==> src/rtl/sequenciador_pkg.sv <==
// Shared definitions for the servo position sequencer: FSM state codes,
// sweep endpoints and direction encodings.
package sequenciador_pkg;

   typedef enum logic [1:0] {
      PARADO   = 2'b00,
      CONTANDO = 2'b01,
      PASSO    = 2'b10
   } estado_t;

   localparam logic [2:0] POS_MIN = 3'd0;
   localparam logic [2:0] POS_MAX = 3'd7;

   localparam logic SENTIDO_SOBE  = 1'b0;
   localparam logic SENTIDO_DESCE = 1'b1;

endpackage

==> src/rtl/sequenciador_posicao_servo_contador_m.sv <==
// Modulo-M up counter used as the sequencer dwell timer; fim flags the last
// count (Q == M-1) while zera gives a synchronous clear.
module contador_m #(
   parameter int unsigned M = 50_000_000,
   parameter int unsigned N = 26
) (
   input  logic         clock,
   input  logic         reset,
   input  logic         zera,
   input  logic         conta,
   output logic [N-1:0] Q,
   output logic         fim
);

   logic [N-1:0] contagem_q;

   always_ff @(posedge clock or negedge reset) begin
      if (!reset) begin
         contagem_q <= '0;
      end else if (zera) begin
         contagem_q <= '0;
      end else if (conta) begin
         if (contagem_q == N'(M - 1)) contagem_q <= '0;
         else                         contagem_q <= contagem_q + 1'b1;
      end
   end

   assign Q   = contagem_q;
   assign fim = (contagem_q == N'(M - 1));

endmodule

==> src/rtl/sequenciador_posicao_servo.sv <==
// Ping-pong 0..7..0 position sweep feeding controle_servo_3, one dwell per code.
// Optional manual override enabled by defining POSICAO_MANUAL_EN.
module sequenciador_posicao_servo
   import sequenciador_pkg::*;
#(
   parameter int unsigned TEMPO_POSICAO = 50_000_000,
   parameter int unsigned W_TIMER       = 26
) (
   input  logic       clock,
   input  logic       reset,
   input  logic       ligar,
   input  logic       zerar,
`ifdef POSICAO_MANUAL_EN
   input  logic       manual,
   input  logic [2:0] posicao_manual,
`endif
   output logic [2:0] posicao,
   output logic       fim_posicao,
   output logic       db_sentido,
   output logic [1:0] db_estado
);

   estado_t      estado_q, estado_d;
   logic [2:0]   posicao_q, posicao_d;
   logic         sentido_q, sentido_d;
   logic         manual_ativo;
   logic [2:0]   posicao_manual_w;
   logic [W_TIMER-1:0] timer_w;
   logic         timer_fim;
   logic         timer_zera;

`ifdef POSICAO_MANUAL_EN
   assign manual_ativo     = manual;
   assign posicao_manual_w = posicao_manual;
`else
   assign manual_ativo     = 1'b0;
   assign posicao_manual_w = '0;
`endif

   // Counter terminates at TEMPO_POSICAO-2 so CONTANDO+PASSO spans exactly TEMPO_POSICAO cycles.
   assign timer_zera = zerar | manual_ativo | ~ligar | (estado_q != CONTANDO);

   contador_m #(
      .M (TEMPO_POSICAO - 1),
      .N (W_TIMER)
   ) u_timer (
      .clock (clock),
      .reset (reset),
      .zera  (timer_zera),
      .conta (estado_q == CONTANDO),
      .Q     (timer_w),
      .fim   (timer_fim)
   );

   always_ff @(posedge clock or negedge reset) begin
      if (!reset) begin
         estado_q  <= PARADO;
         posicao_q <= POS_MIN;
         sentido_q <= SENTIDO_SOBE;
      end else begin
         estado_q  <= estado_d;
         posicao_q <= posicao_d;
         sentido_q <= sentido_d;
      end
   end

   always_comb begin
      estado_d = estado_q;
      if (zerar) begin
         estado_d = ligar ? CONTANDO : PARADO;
      end else if (manual_ativo) begin
         estado_d = PARADO;
      end else begin
         case (estado_q)
            PARADO:   if (ligar) estado_d = CONTANDO;
            CONTANDO: begin
               if (!ligar)         estado_d = PARADO;
               else if (timer_fim) estado_d = PASSO;
            end
            PASSO:    estado_d = CONTANDO;
            default:  estado_d = PARADO;
         endcase
      end
   end

   always_comb begin
      posicao_d = posicao_q;
      sentido_d = sentido_q;
      if (zerar) begin
         posicao_d = POS_MIN;
         sentido_d = SENTIDO_SOBE;
      end else if (manual_ativo) begin
         posicao_d = posicao_manual_w;
         if (posicao_manual_w == POS_MAX)      sentido_d = SENTIDO_DESCE;
         else if (posicao_manual_w == POS_MIN) sentido_d = SENTIDO_SOBE;
      end else if (estado_q == PASSO) begin
         if (sentido_q == SENTIDO_SOBE) begin
            posicao_d = posicao_q + 3'd1;
            if (posicao_d == POS_MAX) sentido_d = SENTIDO_DESCE;
         end else begin
            posicao_d = posicao_q - 3'd1;
            if (posicao_d == POS_MIN) sentido_d = SENTIDO_SOBE;
         end
      end
   end

   always_comb begin
      posicao     = posicao_q;
      fim_posicao = (estado_q == PASSO) && !manual_ativo;
      db_sentido  = sentido_q;
      db_estado   = estado_q;
   end

endmodule

==> config.mk <==
export PLATFORM = sky130hd
export DESIGN_NAME = sequenciador_posicao_servo
export DESIGN_NICKNAME = d
export VERILOG_FILES = /design/src/rtl/sequenciador_pkg.sv /design/src/rtl/sequenciador_posicao_servo_contador_m.sv /design/src/rtl/sequenciador_posicao_servo.sv
export SDC_FILE = /design/constraint.sdc
export NUM_CORES = 1
export LEC_CHECK = 0
export CAP_MARGIN = 40
export CORE_MARGIN = 3
export CORE_UTILIZATION = 50
export DETAILED_ROUTE_END_ITERATION = 10
export HOLD_SLACK_MARGIN = 0.05
export PLACE_DENSITY = 0.69
export SLEW_MARGIN = 20
export SYNTH_ARGS = -nofsm -noshare
export SYNTH_HDL_FRONTEND = slang
export SYNTH_SLANG_ARGS = --single-unit
==> constraint.sdc <==
create_clock -name clock -period 4.35 [get_ports clock]
set_input_delay 0.87 -clock clock [delete_from_list [all_inputs] [get_ports clock]]
set_output_delay 0.87 -clock clock [all_outputs]
set_load 0.01 [all_outputs]
* After elaboration in Yosys (flattened, before gate mapping) *
Index checks and enable logic that the tools add are counted.

storage, ports and cells
  memory bits (writable) = 0
  latch bits = 0
  memories = 0
  memory bits (read-only) = 0
  output and inout bits = 7
  flip-flop bits (word level) = 32
  logic and storage cells = 39

operators by class
  add/sub/neg operators = 3
  div/mod/pow operators = 0
  bitwise gates (word level) = 3
  eq/ne operators = 7
  multipliers = 0
  reductions and logical operators = 5
  shift operators = 0
  muxes and demuxes = 17
  magnitude comparators = 0

operator list
  kind                                              count
  2-to-1 mux 26 bit                                 3
  adder 26 x 1 -> 26 bit, second input constant     1
  == test 26 bit, second input constant             1
  2-to-1 mux 3 bit                                  3
  2-to-1 mux 2 bit                                  4
  2-to-1 mux 1 bit                                  6
  case mux 2 bit (3 select lines)                   1
  != test 4 bit, second input constant              1
  nonzero test 2 bit                                2
  adder 3 x 1 -> 3 bit, second input constant       1
  == test 3 bit, second input constant              1
  zero test 3 bit                                   1
  != test 3 bit, second input constant              1
  subtractor 3 x 1 -> 3 bit, second input constant  1
  == test 2 x 1 -> 1 bit, second input constant     1
  == test 2 bit, second input constant              1
  zero test 2 bit                                   1
  != test 2 x 1 -> 1 bit, second input constant     1
  bitwise OR 1 bit                                  2
  AND reduction 2 bit                               1
  NOT 1 bit                                         1

* Longest topological paths before layout *
  depth in word-level cells = 6
  mapped depth = 6

* Modules after synthesis *
A second synthesis with hierarchy kept.

unflattened totals
  cell total of the unflattened synthesis = 215
  area total of the unflattened synthesis = 2,014.4 µm²

by module, submodules not included
  module                      times used  cells each  area each (µm²)
  contador_m                  1           178         1,624.1
  sequenciador_posicao_servo  1           37          390.4

* Least setup slack after synthesis *
No wires, ideal clock.

  path type = input port to flip-flop
  start = input port zerar
  end = register u_timer.contagem_q[22] (netlist: u_timer.Q[22])
  arrival = 1.855 ns
  setup time = 0.077 ns
  stages on the path = 4
  required time = 4.273 ns
  slack = 2.418 ns
  path through = nor4b_1 > o31ai_4 > buf_6 > a21oi_1

on the way
  cells in the longest elaborated chain, start to end = 3
  elaborated cells on any way between the ends = 4

RTL lines
  item                                                            RTL line                                     source
  start: declaration                                              sequenciador_posicao_servo.sv:12             input logic zerar,
  bitwise OR 1 bit (*) (2 in a row)                               sequenciador_posicao_servo.sv:41             assign timer_zera = zerar | manual_ativo | ~ligar | (estado_q != CONTANDO);
  2-to-1 mux 26 bit / nonzero test 2 bit (equally long branches)  -
  end signal: assignment                                          sequenciador_posicao_servo_contador_m.sv:24  else contagem_q <= contagem_q + 1'b1;
  end: declaration                                                sequenciador_posicao_servo_contador_m.sv:15  logic [N-1:0] contagem_q;

Every way passes the cells marked *; elsewhere a longest branch is shown, timed or not.
A chain may end at the register's enable or synchronous reset.

* Worst setup path in the final report *
  start = register estado_q[1] (netlist: db_estado[1])
  end = output port fim_posicao

on the way
  cells in the longest elaborated chain, start to end = 1

RTL lines
  item                      RTL line                           source
  start: declaration        sequenciador_posicao_servo.sv:23   estado_t estado_q, estado_d;
  start signal: assignment  sequenciador_posicao_servo.sv:61   estado_q <= estado_d;
  == test 2 bit             sequenciador_posicao_servo.sv:109  fim_posicao = (estado_q == PASSO) && !manual_ativo;
  end: declaration          sequenciador_posicao_servo.sv:18   output logic fim_posicao,

Every way passes these cells.

==> reports/results.tsv <==
metric	value	unit
run status	completed	
CP max-delay cell	clkdlybuf4s50_1	
clock share of power	35.9	%
Max Cap Viol	0	
cell breakdown of the critical path	nor2b_1 > clkdlybuf4s50_1	
WHS	519	ps
Sw Share	22.9	%
R2R Path Start	u_timer.Q[4]	
Hold Path Depth	1	
via count	1303	
min-delay src	u_timer.Q[0]	
top post-synthesis cells by count	dfrtp_1 (32), nor2_1 (19), xor2_1 (13)	
Reg2Reg Depth	4	
post-synth top area share	46.4	%
Hold-fix buffers, CTS	0	
RSZ-0062 raised after global routing	false	
Worst Tran Pin Value	622	ps
crit path time final	2690	ps
pin count of the biggest net entering global routing	33	
post-synth cell types	34	
critical path type	reg2out	
critical path arrival	1820	ps
Syn Inst Count	177	
antenna violations before repair	0	
Post-Syn Nets	187	
Synth Warn #	0	
WP data required	3480	ps
Final TNS setup	0	ps
Fin Clk Skew	8.54	ps
FF+latch count, synth	32	
wire per inst	14.5	um
Post-CTS Resized	0	
Hold Vio Cnt, Final	0	
Port Buffers	10	
maximum VDD drop	0.149	mV
GPL Wtd Cong	0.809	
Flop pwr share	59.9	%
CTS clk-pin slew, worst paths	100	ps
Max Slew Vio Count	0	
Setup violations, final	0	
Post-synth EDFFs	0	
worst stage delay on the critical path	640	ps
core footprint	3180	sq um
first-pass GRT wire length	6.03	mm
PD cells	262	nW/um^2
clock buffer depth	2	
DRT iter0 DRCs	57	
remaining global-route overflow	0	
CTS root buf	clkbuf_4	
clock sinks	32	
die area	4190	sq um
Starting Density	54.3	%
critical path fanouts, max	8	
sequential area share after synthesis	46.4	%
startpoint types	register	
Crit path max-delay family	buffers and inverters	
layout cell share with drive strength beyond 1	6.88	%
DRT Wirelength	3.38	mm
post-route ant nets	0	
switching pwr	115	uW
row cnt	20	
CTS tree	built	
Area Growth Syn to Fin	10.6	%
Setup crit end kind	primary output	
Fill cells	280	
top-count cell post-synth	dfrtp_1	
latest clock arrival within the worst-skew pair	340	ps
TritonCTS Buffers	5	
post-synth top area cell	dfrtp_1	
period utilisation layout	61.8	%
number of setup buffers added after CTS	0	
vias in the first global route	1377	
Setup crit start	db_estado[1]	
Die Ht	64.7	um
HPWL after detailed placement	2.34	mm
Synth Cell Area	1730	sq um
Post-synth top flop	dfrtp_1	
R2R Path End	u_timer.Q[21]	
synthesized area per cell	9.75	sq um
Slew headroom	57.9	%
critical path buffer and inverter count	1	
R2R setup slack	2320	ps
maximum clock frequency	372	MHz
DRC	0	
total track usage	18.5	%
Lkg Pwr	0.771	nW
ANT cells	0	
die width	64.7	um
internal power	386	uW
post-DR vias/cell	5.59	
nets@finish	198	
H-tree levels	2	
top post-synthesis cells by area	dfrtp_1 (46%), xor2_1 (6.6%), ha_1 (4.4%)	
asr flop ratio synth	100	%
Detailed Routing Iterations Pass 1	4	
Worst Hold Path EP	u_timer.Q[0]	
IO Count	11	
hold crit path type	reg2reg	
power share of the combinational group	4.1	%
-- placed cells by master (no fill, tap or decap), drive strengths merged, types with 8 or more instances in the layout --
master	Yosys	final
o21ai	11	11
clkbuf	1	8
nor2	19	19
nand2	9	9
xor2	13	13
a21oi	11	11
clkdlybuf4s50	0	10
dfrtp	32	32
or3	9	9
nand3	10	10
nand4	8	8
-- power by group through the flow --
stage	clock (mW)	sequential, mW	combinational, mW
floorplan	0	0.306	0.00761
global placement	0	0.306	0.0191
detailed placement	0	0.306	0.0211
CTS	0.182	0.300	0.0212
global route	0.198	0.300	0.0231
finish	0.180	0.300	0.0207
-- layer usage --
metal  track usage (%)  share of wire (%)
met4              7.12                1.4
met2              32.3                 50
met1              22.2                 45
met5                 0                  0
met3              3.64                3.0
-- flip-flops by register name (all words and copies together) (netlist names) --
signal,count
posicao,3
db_estado,2
db_sentido,1
u_timer.Q,26
-- final cells by class --
type / instances / area, sq um / area share, %
clock buffers: 8 / 58.8 / 3.08
inverters: 5 / 18.8 / 0.984
multi-input cells: 132 / 852 / 44.7
flip-flops and latches: 32 / 801 / 42.0
well taps: 44 / 55.1 / 2.89
repair buffers: 12 / 123 / 6.43
-- cells by family after synthesis --
kind of cell	share of synthesized area, %
and+or+nand+nor	26.4
DFF	46.4
AOI/OAI and AO/OA	8.85
xor gates and xnor gates	9.14
buffers and inverters	4.21
adders and majority gates	4.35
muxes	0.653
-- stage by stage --
stage | power, mW | instances | utilization (%) | cell area (sq um) | setup slack (ps)
after floorplan | 0.314 | 177 | - | 1730 | 2420
after global placement | 0.325 | 224 | 57.7 | 1830 | 1720
after detailed placement | 0.327 | 225 | 58.2 | 1850 | 1580
after CTS | 0.504 | 233 | 60.0 | 1910 | 1640
after global routing | 0.522 | 233 | 60.0 | 1910 | 1530
final | 0.501 | 233 | 60.0 | 1910 | 1660
-- worst max path at each step --
stage	cells after the start	to	slack [ps]
3_5_place_dp	5	u_timer.Q[17]	1580
3_3_place_gp	4	u_timer.Q[20]	1720
2_1_floorplan	4	u_timer.Q[22]	2420
4_1_cts	2	fim_posicao	1640
5_1_grt	2	fim_posicao	1530
6_report	2	fim_posicao	1660
-- worst register-to-register path, cell delays in order, from the launching register on --
cell,delay (ps)
dfrtp_1,430
and4_1,380
nand4_1,400
or4_1,610
a21oi_1,150
(Power assumes the default switching activity.)
